[src/rtl/l1_instr_fetch_ctrl.sv]
// l1_instr_fetch_ctrl: fetch controller in front of the L1 instruction cache set.
// Looks up the addressed line (and the following line for a straddling fetch),
// refills missing lines from L2 one at a time, then re-looks-up and returns a
// 32-bit little-endian instruction.
// Optional feature macro: L1I_PERF_CNT_EN adds saturating hit/miss counters.
module l1_instr_fetch_ctrl #(
    parameter int unsigned block_size = 128,
    parameter int unsigned tag_size   = 9,
    parameter int unsigned idx_size   = 6
) (
    input  logic                               clk_i,
    input  logic                               rst_ni,
    input  logic                               fetch_req_i,
    input  logic [tag_size+idx_size+3:0]       fetch_addr_i,
    output logic                               fetch_ready_o,
    output logic                               instr_valid_o,
    output logic [31:0]                        instr_o,
    output logic [tag_size+idx_size-1:0]       set_tag_and_idx_o,
    output logic [block_size-1:0]              set_block_o,
    output logic                               set_we_o,
    output logic                               set_we_next_o,
    input  logic [block_size-1:0]              set_block_i,
    input  logic                               set_valid_i,
    input  logic [tag_size-1:0]                set_tag_i,
    input  logic [15:0]                        set_block_next_i,
    input  logic                               set_valid_next_i,
    input  logic [tag_size-1:0]                set_tag_next_i,
    output logic                               l2_req_o,
    output logic [tag_size+idx_size-1:0]       l2_addr_o,
    input  logic                               l2_ack_i,
`ifdef L1I_PERF_CNT_EN
    output logic [31:0]                        hit_cnt_o,
    output logic [31:0]                        miss_cnt_o,
`endif
    input  logic [block_size-1:0]              l2_block_i
);

    localparam int unsigned LINE_W = tag_size + idx_size;
    localparam int unsigned ADDR_W = LINE_W + 4;
    localparam int unsigned SEL_W  = $clog2(block_size);
    localparam logic [3:0]  STRADDLE_OFF = 4'(block_size / 8 - 2);

    typedef enum logic [2:0] {
        IDLE,
        LOOKUP,
        REFILL,
        WRITE,
        RESP
    } state_t;

    state_t                 state_q, state_d;
    logic [ADDR_W-1:0]      addr_q, addr_d;
    logic [LINE_W-1:0]      set_addr_q, set_addr_d;
    logic [block_size-1:0]  set_block_q, set_block_d;
    logic                   set_we_q, set_we_d;
    logic                   l2_req_q, l2_req_d;
    logic [LINE_W-1:0]      l2_addr_q, l2_addr_d;

    logic [3:0]             off;
    logic                   straddle;
    logic [LINE_W-1:0]      cur_line;
    logic [LINE_W-1:0]      nxt_line;
    logic                   hit_cur;
    logic                   hit_nxt;
    logic [SEL_W-1:0]       bit_sel;

    // Address decode and tag compare for the current and following line
    always_comb begin
        off      = addr_q[3:0] & 4'hE;
        straddle = (off == STRADDLE_OFF);
        cur_line = addr_q[ADDR_W-1:4];
        nxt_line = cur_line + LINE_W'(1);
        hit_cur  = set_valid_i && (set_tag_i == addr_q[ADDR_W-1 -: tag_size]);
        hit_nxt  = set_valid_next_i && (set_tag_next_i == nxt_line[LINE_W-1 -: tag_size]);
        bit_sel  = SEL_W'({off, 3'b000});
    end

    // Set address, write strobe and refill request are registered: the set sees
    // the address chosen here one cycle later, so after WRITE the re-lookup in
    // LOOKUP already reads the fetch line (with the new data written).
    always_comb begin
        state_d     = state_q;
        addr_d      = addr_q;
        set_addr_d  = set_addr_q;
        set_block_d = set_block_q;
        set_we_d    = 1'b0;
        l2_req_d    = l2_req_q;
        l2_addr_d   = l2_addr_q;
        unique case (state_q)
            IDLE: begin
                if (fetch_req_i) begin
                    addr_d     = fetch_addr_i;
                    set_addr_d = fetch_addr_i[ADDR_W-1:4];
                    state_d    = LOOKUP;
                end
            end
            LOOKUP: begin
                if (hit_cur && (!straddle || hit_nxt)) begin
                    state_d = RESP;
                end else begin
                    // current line always refilled first, next line on a later pass
                    l2_req_d  = 1'b1;
                    l2_addr_d = hit_cur ? nxt_line : cur_line;
                    state_d   = REFILL;
                end
            end
            REFILL: begin
                if (l2_ack_i) begin
                    l2_req_d    = 1'b0;
                    set_we_d    = 1'b1;
                    set_addr_d  = l2_addr_q;
                    set_block_d = l2_block_i;
                    state_d     = WRITE;
                end
            end
            WRITE: begin
                set_addr_d = cur_line;
                state_d    = LOOKUP;
            end
            RESP: begin
                state_d = IDLE;
            end
            default: begin
                state_d = IDLE;
            end
        endcase
    end

    // Controller state and registered set/L2 outputs
    always_ff @(posedge clk_i or negedge rst_ni) begin
        if (!rst_ni) begin
            state_q     <= IDLE;
            addr_q      <= '0;
            set_addr_q  <= '0;
            set_block_q <= '0;
            set_we_q    <= 1'b0;
            l2_req_q    <= 1'b0;
            l2_addr_q   <= '0;
        end else begin
            state_q     <= state_d;
            addr_q      <= addr_d;
            set_addr_q  <= set_addr_d;
            set_block_q <= set_block_d;
            set_we_q    <= set_we_d;
            l2_req_q    <= l2_req_d;
            l2_addr_q   <= l2_addr_d;
        end
    end

    // Instruction extraction during RESP, including the two-line straddle
    always_comb begin
        instr_o = '0;
        if (state_q == RESP) begin
            if (straddle) begin
                instr_o = {set_block_next_i, set_block_i[block_size-1 -: 16]};
            end else begin
                instr_o = set_block_i[bit_sel +: 32];
            end
        end
    end

    assign fetch_ready_o     = (state_q == IDLE);
    assign instr_valid_o     = (state_q == RESP);
    assign set_tag_and_idx_o = set_addr_q;
    assign set_block_o       = set_block_q;
    assign set_we_o          = set_we_q;
    assign set_we_next_o     = 1'b0;
    assign l2_req_o          = l2_req_q;
    assign l2_addr_o         = l2_addr_q;

`ifdef L1I_PERF_CNT_EN
    logic [31:0] hit_cnt_q, hit_cnt_d;
    logic [31:0] miss_cnt_q, miss_cnt_d;

    // Saturating counts of LOOKUP outcomes
    always_comb begin
        hit_cnt_d  = hit_cnt_q;
        miss_cnt_d = miss_cnt_q;
        if (state_q == LOOKUP && state_d == RESP && hit_cnt_q != '1) begin
            hit_cnt_d = hit_cnt_q + 32'd1;
        end
        if (state_q == LOOKUP && state_d == REFILL && miss_cnt_q != '1) begin
            miss_cnt_d = miss_cnt_q + 32'd1;
        end
    end

    // Counter registers
    always_ff @(posedge clk_i or negedge rst_ni) begin
        if (!rst_ni) begin
            hit_cnt_q  <= '0;
            miss_cnt_q <= '0;
        end else begin
            hit_cnt_q  <= hit_cnt_d;
            miss_cnt_q <= miss_cnt_d;
        end
    end

    assign hit_cnt_o  = hit_cnt_q;
    assign miss_cnt_o = miss_cnt_q;
`endif

endmodule

[config.mk]
export PLATFORM = sky130hd
export DESIGN_NAME = l1_instr_fetch_ctrl
export DESIGN_NICKNAME = d
export VERILOG_FILES = /design/src/rtl/l1_instr_fetch_ctrl.sv
export SDC_FILE = /design/constraint.sdc
export NUM_CORES = 1
export LEC_CHECK = 0
export CAP_MARGIN = 40
export CORE_AREA = 2 2 195 197
export DETAILED_ROUTE_END_ITERATION = 12
export DIE_AREA = 0 0 197 199
export DONT_BUFFER_PORTS = 1
export PLACE_DENSITY = 0.47
export SETUP_SLACK_MARGIN = 0.4
export SKIP_CTS_REPAIR_TIMING = 1
export SYNTH_ARGS = -nofsm -noshare
export SYNTH_HDL_FRONTEND = slang
export SYNTH_SLANG_ARGS = --single-unit
[constraint.sdc]
create_clock -name clk_i -period 5.5 [get_ports clk_i]
set_clock_uncertainty 0.1 [all_clocks]
set_input_delay 1.65 -clock clk_i [delete_from_list [all_inputs] [get_ports clk_i]]
set_output_delay 1.65 -clock clk_i [all_outputs]
set_load 0.05 [all_outputs]
==> metrics list <==
* Final-stage net count: 1,105
- Die area: 0.03920 sq mm
* Clock-pin slew reported for the worst setup and hold paths after clock tree synthesis: 0.07 ns
* Setup slack at placement: 1.081 ns
* Final hold violation count: 0
- Shortest clock period the worst path allows after layout: 4.444 ns
* Worst Path Required: 3.75 ns
- Total leakage power: 0.004511 uW
- Family with the most delay on the worst path: buffers and inverters
- The number of global-route vias before repair is 6,565.
- By startpoint and endpoint, the worst setup path is classified as reg -> out.
- Net Count, Synth: 1,105
* Clk Latency, worst-skew pair: 0.44 ns
- The library cell used most frequently in the layout, excluding fill and tap cells, is dfrtp_1.
- For this run, the total global-route usage over all layers was measured as 0.1501.
* Most frequent cells in the layout: 179 x dfrtp_1, 144 x mux2_2, 96 x mux2i_1
- Average footprint of a synthesized cell: 12.16 sq um
- Reg-to-reg endpoint: l2_addr_o[3]
- IR Drop Worst-Case VDD: 382.4 uV
* I/O pin total: 510
- Flop-to-flop setup slack: 2.32 ns
- Total core area: 0.03713 sq mm
- The clock tree synthesis step divided the H-tree into 4 levels.
- The number of buffers and inverters on the critical path is 3.
- Power density relative to cell area: 785.6 mW/mm^2
- In this run the most critical hold path is launched from addr_q[2].
- Hold path endpoint: addr_q[2]
- Synthesis produced a netlist whose cell count is 789.
- Number of I/O port buffers: 0
* CTS tree: built
- Fraction of the yosys area taken by sequential cells: 0.4722
* Number of cells on the worst hold path: 1
* Most numerous cell on the critical path: buf_4
- Crit-path max cell delay: 0.63 ns
* First-pass iteration count of the detailed router: 4
* Number of core rows: 71
- Counting cells, the worst reg-to-reg path comes to 9.
- Share of cells above drive strength 1: 0.3321
- At the end of routability-driven placement, the weighted congestion stood at 0.8322.
* Post-detailed-placement half-perimeter wirelength: 23,110 um
* Maximum count of clock buffers along a single path: 2
- Total wire length: 30,260 um
* Number of maximum-capacitance violations: 0
- Iteration-0 DRC Markers: 269
* Total setup violations reported at the end of the flow: 0
- Data on the critical path arrives at its endpoint at 2.69 ns.
- In this run, CTS created clock tree buffers numbering 17.
- Setup slack on the critical path of the routed design comes to 1.056 ns.
- Worst path cell trace: buf_16, buf_4, mux2i_1, mux4_2, nor2_1, buf_4
- Worst flop-to-flop path startpoint: addr_q[4]
- Via count: 6,432
- Of the available clock period, the critical path in the final layout requires 0.8079.
- After synthesis the netlist holds a flip-flop and latch count of 181.
* Netlist area before placement: 0.009593 sq mm
- Synth Warn #: 0
- The root buffer cell chosen for the clock tree is clkbuf_16.
- For the pin with the worst max-slew slack, the measured transition is 0.7399 ns.
- Total grt overflow: 0
* Slew Limit Fails: 0
* Count of flip-flops with a built-in enable after synthesis: 0
- The die is 199 um tall.
- The die is 197 um wide.
- Timing would allow up to 0.2250 GHz.
* Final antenna-violating net count: 0
* Number of design rule violations left after detail routing: 0
* Crit end category: output pin
- The flow ran to the end, and the final reports show no timing, DRC or antenna violations.
* Netlist cell types: 51
* Clk sinks: 181
- In the synthesized netlist the dominant register cell turns out to be dfrtp_1.
- Antenna violations before repair: 10
* Class of the tightest hold or removal check: reg -> reg
* Critical path peak fanout: 57
* Total negative slack: 0 ns
- The worst setup path is launched from a register.
- Setup repair after global routing missed its margin: false
* Maximum number of pins on one net before global-route repair: 182
- After detailed routing, the number of vias per cell comes to 5.025.
- The worst pin sits at a relative slew slack of 0.5067.
- In the final routed layout, each cell accounts on average for 23.64 um.
* Synth-to-Final Area Change: 13.89%
* Async set-reset flop share out of synthesis: 1.000
* Initial cell density of the core: 0.2583
* Global-route wire length before repair: 43,170 um
- Critical-path cell with the highest stage delay: dfrtp_4
## synthesized netlist by cell type, types with 2 or more instances
library cell / number / area share
dfrtp_1: 181 / 0.47
mux2_2: 144 / 0.17
mux2i_1: 96 / 0.10
nor2_1: 63 / 0.025
clkbuf_1: 38 / 0.015
nand2_1: 36 / 0.014
mux4_2: 32 / 0.075
a21oi_1: 29 / 0.015
o21ai_0: 29 / 0.015
nand3_1: 15 / 0.0078
xnor2_1: 14 / 0.013
buf_1: 12 / 0.0047
nor3_1: 10 / 0.0052
and3_1: 9 / 0.0059
nand4_1: 9 / 0.0059
buf_2: 8 / 0.0042
xor2_1: 6 / 0.0055
inv_1: 5 / 0.0020
buf_4: 4 / 0.0031
nor4_1: 4 / 0.0026
a21o_1: 3 / 0.0023
nor2b_1: 3 / 0.0020
a211oi_1: 2 / 0.0016
a211oi_2: 2 / 0.0026
and2_1: 2 / 0.0013
and4_1: 2 / 0.0018
nand2b_1: 2 / 0.0013
nor3b_1: 2 / 0.0016
o21ai_2: 2 / 0.0018
o21bai_1: 2 / 0.0016
o311ai_1: 2 / 0.0018
or3_1: 2 / 0.0013
## sequential cells by signal, summed over array words and instances, names as in the netlist
name and flops:
set_tag_and_idx_o 15, set_block_o 128, state_q 3, set_we_o 1
addr_q 18, l2_req_o 1, l2_addr_o 15
## worst max-delay path by stage
stage / startpoint / to / cells after the start
after floorplan: set_block_i[127] / instr_o[15] / 3
after global placement: set_block_i[123] / instr_o[11] / 4
after detailed placement: set_block_i[123] / instr_o[11] / 4
after CTS: addr_q[3] / instr_o[29] / 6
after global routing: addr_q[3] / instr_o[29] / 6
final: addr_q[3] / instr_o[29] / 6
## layer usage
metal | wire length, um | GRT usage | part of all wire | vias up
li1 | - | - | - | 2863
met1 | 11520 | 0.1734 | 0.38 | 3155
met2 | 14800 | 0.2473 | 0.49 | 356
met3 | 3026 | 0.05883 | 0.10 | 46
met4 | 833 | 0.06544 | 0.028 | 12
met5 | 80 | 0 | 0.0026 | -
## cells by family after synthesis
logic type | Yosys count | share of synthesized area
compound gates | 80 | 0.04930
xor+xnor | 20 | 0.01826
fa+ha+maj | 1 | 0.001304
buf+inv | 68 | 0.03000
flops | 181 | 0.4722
mux | 272 | 0.3443
other cells | 1 | 0.0003909
simple gates | 166 | 0.08426
## layout make-up
cell class              instances  area, sq um
diodes                          5        12.51
clock buffers                  18        439.2
clock inverters                13        138.9
fillers                      3792        26210
inverters                       5        18.77
multi-input cells             540         4786
flip-flops and latches        181         4534
well taps                     474        593.1
repair buffers                 44        402.9
## metrics by stage
stage	total power, uW	cells	area (sq um)	utilization	hold WS, ns
floorplan	6715	789	9593	-	0.4861
CTS	8717	1275	10910	0.2939	0.4158
detailed placement	7445	1244	10330	0.2783	0.3972
global placement	7332	1240	10240	0.2759	0.3899
finish	8583	1280	10930	0.2942	0.4096
global route	9050	1279	10920	0.2942	0.4233
## where the power goes
| part | total, uW | internal, uW | switching (uW) |
|---|---|---|---|
| clock network | 1230 | 650 | 585 |
| logic | 2460 | 1380 | 1080 |
| registers | 4890 | 1970 | 2920 |
No activity file was read; power rests on OpenSTA's default activity.
